<file path="config.mk">
export PLATFORM = sky130hd
export DESIGN_NAME = typing_tracker
export DESIGN_NICKNAME = d
export VERILOG_FILES = /design/src/rtl/typing_tracker.sv
export SDC_FILE = /design/constraint.sdc
export NUM_CORES = 1
export LEC_CHECK = 0
export BUFFER_PORTS_ARGS = -buffer_cell sky130_fd_sc_hd__buf_4
export CORE_AREA = 2 2 83 92
export CTS_BUF_LIST = sky130_fd_sc_hd__clkbuf_8
export DETAILED_ROUTE_END_ITERATION = 7
export DIE_AREA = 0 0 85 94
export PLACE_DENSITY = 0.8
export SETUP_SLACK_MARGIN = 0.3
export SKIP_CTS_REPAIR_TIMING = 1
export SLEW_MARGIN = 5
export SYNTH_ARGS = -nofsm -noshare
export SYNTH_HDL_FRONTEND = slang
export SYNTH_SLANG_ARGS = --single-unit
</file>
<file path="constraint.sdc">
create_clock -name clk -period 3.6 [get_ports clk]
set_input_delay 0.72 -clock clk [delete_from_list [all_inputs] [get_ports clk]]
set_output_delay 0.72 -clock clk [all_outputs]
set_load 0.02 [all_outputs]
</file>
<file path="src/rtl/typing_tracker.sv">
// Typing game tracker: checks released keys against a latched word, counting completed words and mistakes.
// Latency 1 cycle from key-release edge to outputs; no backpressure, wordReq high while idle and a word is wanted.
module typing_tracker #(
    parameter int MAX_LEN    = 8,
    parameter int LETTER_W   = 5,
    parameter int MAX_MISSES = 3,
    parameter int SCORE_W    = 8,
    localparam int LW        = $clog2(MAX_LEN + 1)
) (
    input  logic                         clk,
    input  logic                         rstN,
    input  logic [MAX_LEN*LETTER_W-1:0]  currentWord,
    input  logic [LW-1:0]                wordLen,
    input  logic                         wordValid,
    input  logic [LETTER_W-1:0]          keystroke,
    input  logic                         keyReleased,
    output logic                         wordReq,
    output logic [LW-1:0]                letterIndex,
    output logic                         wordComplete,
    output logic                         mistake,
    output logic [7:0]                   missCount,
    output logic [SCORE_W-1:0]           score,
    output logic                         gameOver
);

    typedef enum logic [1:0] {
        IDLE   = 2'd0,
        TYPING = 2'd1,
        OVER   = 2'd2
    } state_t;

    state_t                        state_q, state_d;
    logic [MAX_LEN*LETTER_W-1:0]   word_q, word_d;
    logic [LW-1:0]                 len_q, len_d;
    logic [LW-1:0]                 idx_q, idx_d;
    logic                          key_prev_q;
    logic                          word_complete_q, word_complete_d;
    logic                          mistake_q, mistake_d;
    logic [7:0]                    miss_q, miss_d;
    logic [SCORE_W-1:0]            score_q, score_d;
    logic                          game_over_q, game_over_d;

    logic                          key_event;
    logic                          load_ok;
    logic [LW-1:0]                 len_clamped;
    logic [LETTER_W-1:0]           letters [MAX_LEN];
    logic [LETTER_W-1:0]           cur_letter;

    assign key_event   = keyReleased & ~key_prev_q;
    assign load_ok     = wordValid && (wordLen != '0) && (state_q != OVER);
    assign len_clamped = (wordLen > LW'(MAX_LEN)) ? LW'(MAX_LEN) : wordLen;

    // Letter 0 sits in the MSBs of the packed word.
    always_comb begin
        for (int i = 0; i < MAX_LEN; i++) begin
            letters[i] = word_q[(MAX_LEN-i)*LETTER_W-1 -: LETTER_W];
        end
    end

    always_comb begin
        cur_letter = '0;
        for (int i = 0; i < MAX_LEN; i++) begin
            if (idx_q == LW'(i)) begin
                cur_letter = letters[i];
            end
        end
    end

    always_comb begin
        state_d         = state_q;
        word_d          = word_q;
        len_d           = len_q;
        idx_d           = idx_q;
        word_complete_d = 1'b0;
        mistake_d       = 1'b0;
        miss_d          = miss_q;
        score_d         = score_q;
        game_over_d     = game_over_q;

        // A load wins over a simultaneous key event, which is dropped.
        if (load_ok) begin
            word_d  = currentWord;
            len_d   = len_clamped;
            idx_d   = '0;
            state_d = TYPING;
        end else begin
            case (state_q)
                IDLE: ;
                TYPING: begin
                    if (key_event) begin
                        if (keystroke == cur_letter) begin
                            if (idx_q == len_q - LW'(1)) begin
                                idx_d           = '0;
                                word_complete_d = 1'b1;
                                state_d         = IDLE;
                                if (!(&score_q)) begin
                                    score_d = score_q + SCORE_W'(1);
                                end
                            end else begin
                                idx_d = idx_q + LW'(1);
                            end
                        end else begin
                            mistake_d = 1'b1;
                            miss_d    = miss_q + 8'd1;
                            if (miss_q + 8'd1 == 8'(MAX_MISSES)) begin
                                state_d     = OVER;
                                game_over_d = 1'b1;
                            end
                        end
                    end
                end
                OVER: ;
                default: state_d = IDLE;
            endcase
        end
    end

    always_ff @(posedge clk or negedge rstN) begin
        if (!rstN) begin
            state_q         <= IDLE;
            word_q          <= '0;
            len_q           <= '0;
            idx_q           <= '0;
            key_prev_q      <= 1'b0;
            word_complete_q <= 1'b0;
            mistake_q       <= 1'b0;
            miss_q          <= '0;
            score_q         <= '0;
            game_over_q     <= 1'b0;
        end else begin
            state_q         <= state_d;
            word_q          <= word_d;
            len_q           <= len_d;
            idx_q           <= idx_d;
            key_prev_q      <= keyReleased;
            word_complete_q <= word_complete_d;
            mistake_q       <= mistake_d;
            miss_q          <= miss_d;
            score_q         <= score_d;
            game_over_q     <= game_over_d;
        end
    end

    assign wordReq      = (state_q == IDLE);
    assign letterIndex  = idx_q;
    assign wordComplete = word_complete_q;
    assign mistake      = mistake_q;
    assign missCount    = miss_q;
    assign score        = score_q;
    assign gameOver     = game_over_q;

endmodule

</file>
# After elaboration in Yosys (flattened, before gate mapping)
# Cells that the tools add are included.
# op_classes
n_addsub	4
order_cmp	1
eq_ne	17
mux	29
bitwise_logic	5
reduce_logical	15
# op_table
operator	n
two-way mux 5 bit	8
two-way mux 4 bit	6
adder 8 x 1 -> 8 bit, second input constant	2
== test 4 x 3 -> 1 bit, second input constant	4
two-way mux 2 bit	5
two-way mux 1 bit	9
== test 4 x 2 -> 1 bit, second input constant	2
== test 8 x 2 -> 1 bit, second input constant	1
inequality test 4 bit, second input constant	2
AND reduction 4 bit	2
AND reduction 8 bit	1
AND reduction 6 bit	1
nonzero test 2 bit	3
== test 5 bit	1
AND reduction 5 bit	1
adder 4 x 1 -> 4 bit, second input constant	1
== test 4 x 1 -> 1 bit, second input constant	1
== test 4 bit	1
greater-than comparator 4 bit, second input constant	1
logical NOT 4 bit	1
NOT 1 bit	4
one-hot mux 2 bit (2 select lines)	1
nonzero test 4 bit	1
subtractor 4 x 1 -> 4 bit, second input constant	1
10 further kinds	11
# totals
reg_bits	70
inputBits	53
output_inout_bits	24
word_cells	81

# Logic depth before layout (Yosys ltp)
# logic_depth
word_depth	14
ltp_mapped	12
ltp_nobuf	9

# Worst setup path before layout
# No wires, ideal clock.
# synth_path
kind	register to register
from	register idx_q[1] (netlist: letterIndex[1])
to	register score_q[6] (netlist: score[6])
setup_ns	0.128
arrival_ns	2.654
required_ns	3.472
setup_slack_ns	0.819
path_stages_with_launch	11
path_buffers	1
period_less_slack_ns	2.781
cell_sequence	dfrtp_1 -> inv_1 -> ha_1 -> buf_6 -> nor3b_1 -> o311a_1 -> a221o_1 -> a211oi_2 -> nand2_2 -> nor4_1 -> mux2_1
# synth_via
elab_chain_cells	11
word_cells_on_any_way	19
classes_between	eq/ne: 9; mux: 8; reduce/logical: 2
# synth_rtl
item	line	text
from (decl)	35	logic [LW-1:0] idx_q, idx_d;
from (signal assigned)	134	idx_q <= idx_d;
logical NOT 4 bit	63	if (idx_q == LW'(i)) begin
two-way mux 5 bit (8 in a row)	63	
== test 5 bit	91	if (keystroke == cur_letter) begin
AND reduction 6 bit (no source line) *	--	
to (signal assigned)	139	score_q <= score_d;
to (decl)	40	logic [SCORE_W-1:0] score_q, score_d;
# Every way passes the cells marked *; elsewhere a longest branch is shown, timed or not.
# A chain may end at the register's enable or synchronous reset.

# Worst setup path after layout
# layout_path
from	register idx_q[0] (netlist: letterIndex[0])
to	register score_q[3] (netlist: score[3])
# Same word-level chain as after synthesis.

==> impl_metrics.sql <==
INSERT INTO impl_metrics (metric_group, metric, value, unit) VALUES
('clock_tree', 'htreeDepth', '3', ''),
('final_layout', 'design_area', '4630', 'um2'),
('synthesis', 'synth_largest_area_cell', 'dfrtp_1', ''),
('clock_tree', 'cts_max_path_buffers', '2', ''),
('synthesis', 'ys_dominant_reg_cell', 'dfrtp_1', ''),
('routing', 'via_count', '3185', ''),
('clock_tree', 'clk_pin_slew', '70', 'ps'),
('timing', 'setup_violations', '0', ''),
('timing', 'timing.fmax', '326', 'MHz'),
('final_layout', 'antenna_cells', '0', ''),
('critical_path', 'r2r_endpoint', 'score[3]$_DFFE_PN0P_', ''),
('hold_path', 'min_path_type', 'in -> async', ''),
('synthesis', 'synth_area_per_cell', '9.11', 'um2'),
('power', 'vdd.ir_drop.worst', '0.272', 'mV'),
('global_route', 'grt_pass1_wl', '14400', 'um'),
('synthesis', 'yosys-top-cells-area', 'dfrtp_1 (46%), nand2_1 (14%), xnor2_1 (3.0%)', ''),
('clock_tree', 'cts_bufs_inserted', '9', ''),
('synthesis', 'seq_area_frac_synth', '46.3', '%'),
('routing', 'routed_wirelength', '8550', 'um'),
('critical_path', 'startpoint_type', 'register', ''),
('timing', 'worstMarginPinSlew', '855', 'ps'),
('floorplanning', 'die_area', '7990', 'um2'),
('floorplanning', 'placementRows', '32', ''),
('synthesis', 'synth_compound_area_share', '12.5', '%'),
('global_route', 'maximum_number_of_pins_on_one_net_before_global_route_repair', '71', ''),
('placement', 'gp_congestion', '0.888', ''),
('outcome', 'outcome', 'finished, final reports clean', ''),
('critical_path', 'worst-path-max-fanout', '13', ''),
('timing', 'grt_setup_unrepaired', 'false', ''),
('synthesis', 'synth_simple_gate_area_share', '27.6', '%'),
('floorplanning', 'die-width', '85', 'um'),
('timing', 'finalWorstPathRequiredPeriod', '3070', 'ps'),
('synthesis', 'synth_cells', '415', ''),
('synthesis', 'synth_common_cells', 'nand2_1 (138), dfrtp_1 (70), xnor2_1 (13), nor2b_1 (12), o21ai_0 (12)', ''),
('synthesis', 'yosysWarningCount', '0', ''),
('placement', 'dpl.hpwl', '6180', 'um'),
('power', 'leakagePower', '2.34', 'nW'),
('timing', 'layout_worst_path_cycle_share', '85.2', '%'),
('placement', 'placement.cell_area', '4380', 'um2'),
('routing', 'drcViolationCount', '0', ''),
('job', 'max-cap-violations', '0', ''),
('routing', 'route.detailed.wl_per_inst', '14.8', 'um'),
('synthesis', 'synth.area.mux_share', '2.18', '%'),
('critical_path', 'cp.arrival', '3340', 'ps'),
('floorplanning', 'die_y', '94', 'um'),
('critical_path', 'critical_path.endpoint_type', 'register', ''),
('global_route', 'first_global_vias', '3059', ''),
('synthesis', 'synth.net_count', '476', ''),
('routing', 'avgViaCountPerCell', '5.52', ''),
('clock_tree', 'clock_tree_root_buffer_cell', 'clkbuf_8', ''),
('floorplanning', 'core_region_area', '7010', 'um2'),
('final_layout', 'post_layout_nonfiller_instances', '577', ''),
('synthesis', 'yosys.cell_types.count', '65', ''),
('final_layout', 'post_route_cells_drive_above_1_share', '24.2', '%'),
('final_layout', 'synthToLayoutAreaGrowth', '22.5', '%'),
('critical_path', 'path_class', 'reg -> reg', ''),
('floorplanning', 'io_pins', '77', ''),
('critical_path', 'timing.reg2reg.worst_path_depth', '11', ''),
('synthesis', 'synth_edf_count', '0', ''),
('synthesis', 'syn_area', '3780', 'um2'),
('timing', 'setup-tns-final', '0', 'ps'),
('synthesis', 'synth_most_common_cell', 'nand2_1', ''),
('routing', 'postRouteAntennaNets', '0', ''),
('floorplanning', 'initial_utilization', '54.0', '%'),
('global_route', 'total_global_route_track_usage', '22.6', '%'),
('synthesis', 'number_of_storage_elements_in_the_synthesis_netlist', '70', ''),
('placement', 'port_buffers', '76', ''),
('placement', 'placed_cells', '560', ''),
('routing', 'drt_iter0_drc', '169', ''),
('clock_tree', 'clkSinkCount', '70', ''),
('routing', 'drt_first_pass_iters', '4', '');
registers in the layout, summed over array words and instances, names as in the netlist:
signal and count:
letters 40, score 8, gameOver 1, mistake 1, key_prev_q 1, letterIndex 4, state_q 2, wordComplete 1
len_q 4, missCount 8
final cells by class:
cell class / count / area (um2)
Sequential cell: 70 / 1750
Clock buffer: 10 / 138
Inverter: 11 / 41.3
Fill cell: 593 / 2370
Multi-Input combinational cell: 313 / 1920
Timing Repair Buffer: 82 / 616
Clock inverter: 6 / 61.3
Tap cell: 85 / 106
worst max path at each step:
stage | from | to | slack, ps | depth (start not counted)
6_report | letterIndex[0]$_DFFE_PN0P_ | score[3]$_DFFE_PN0P_ | 530 | 11
5_1_grt | letterIndex[1]$_DFFE_PN0P_ | score[3]$_DFFE_PN0P_ | 340 | 10
4_1_cts | letterIndex[0]$_DFFE_PN0P_ | score[7]$_DFFE_PN0P_ | 240 | 9
3_5_place_dp | letterIndex[0]$_DFFE_PN0P_ | score[7]$_DFFE_PN0P_ | 270 | 9
3_3_place_gp | letterIndex[0]$_DFFE_PN0P_ | score[3]$_DFFE_PN0P_ | 430 | 9
2_1_floorplan | letterIndex[1]$_DFFE_PN0P_ | score[6]$_DFFE_PN0P_ | 820 | 10
power by group:
group / internal (mW) / leakage (nW) / switching (mW) / total [mW]
combinational: 0.210 / 1.36 / 0.251 / 0.462
clock: 0.336 / 0.102 / 0.296 / 0.632
sequential: 0.881 / 0.879 / 0.0870 / 0.968
worst max-delay path, stage by stage, from the launching register on:
cell      delay, ps
dfrtp_2         480
inv_1           150
ha_1            370
nand3b_1        110
and4_1          190
o32ai_1         340
mux2i_1         230
buf_4           140
nand4_4         200
buf_4           250
nor4_1          340
xor2_1          180
placed cells by master, fill, tap and decap left out, drive strengths merged, types with 4 or more instances in the layout:
| cell type | instances |
|---|---|
| dfrtp | 70 |
| inv | 11 |
| buf | 82 |
| mux2i | 6 |
| xor2 | 7 |
| a21oi | 6 |
| and3 | 7 |
| nor2b | 12 |
| nor3 | 7 |
| clkinv | 4 |
| nor4 | 8 |
| xnor2 | 13 |
| nand2 | 139 |
| nand3 | 8 |
| nand2b | 5 |
| o211ai | 6 |
| o21ai | 14 |
| clkbuf | 10 |
| ha | 8 |
| nand3b | 6 |
| nor2 | 8 |
stage by stage:
stage	worst slack, ps	hold WS [ps]	power (mW)	util [%]
floorplan	819	424	1.25	-
global placement	434	457	1.42	62.5
detailed placement	275	465	1.44	62.5
CTS	240	477	2.07	65.4
global route	337	477	2.17	66.1
finish	533	480	2.06	66.1
cell families after synthesis:
group	after synthesis
xor+xnor	20
buf+inv	32
mux	8
flops	70
fa+ha+maj	8
compound gates	61
simple gates	216
per-layer routing:
metal | vias to the layer above | routed length, um | global-route usage, % | part of all wire, %
li1 | 1564 | - | - | -
met4 | 0 | 156 | 8.20 | 1.8
met3 | 15 | 349 | 4.57 | 4.1
met1 | 1531 | 3790 | 29.4 | 44
met5 | - | 0 | 0 | 0
met2 | 75 | 4250 | 37.4 | 50
No activity file was read; power rests on OpenSTA's default activity.
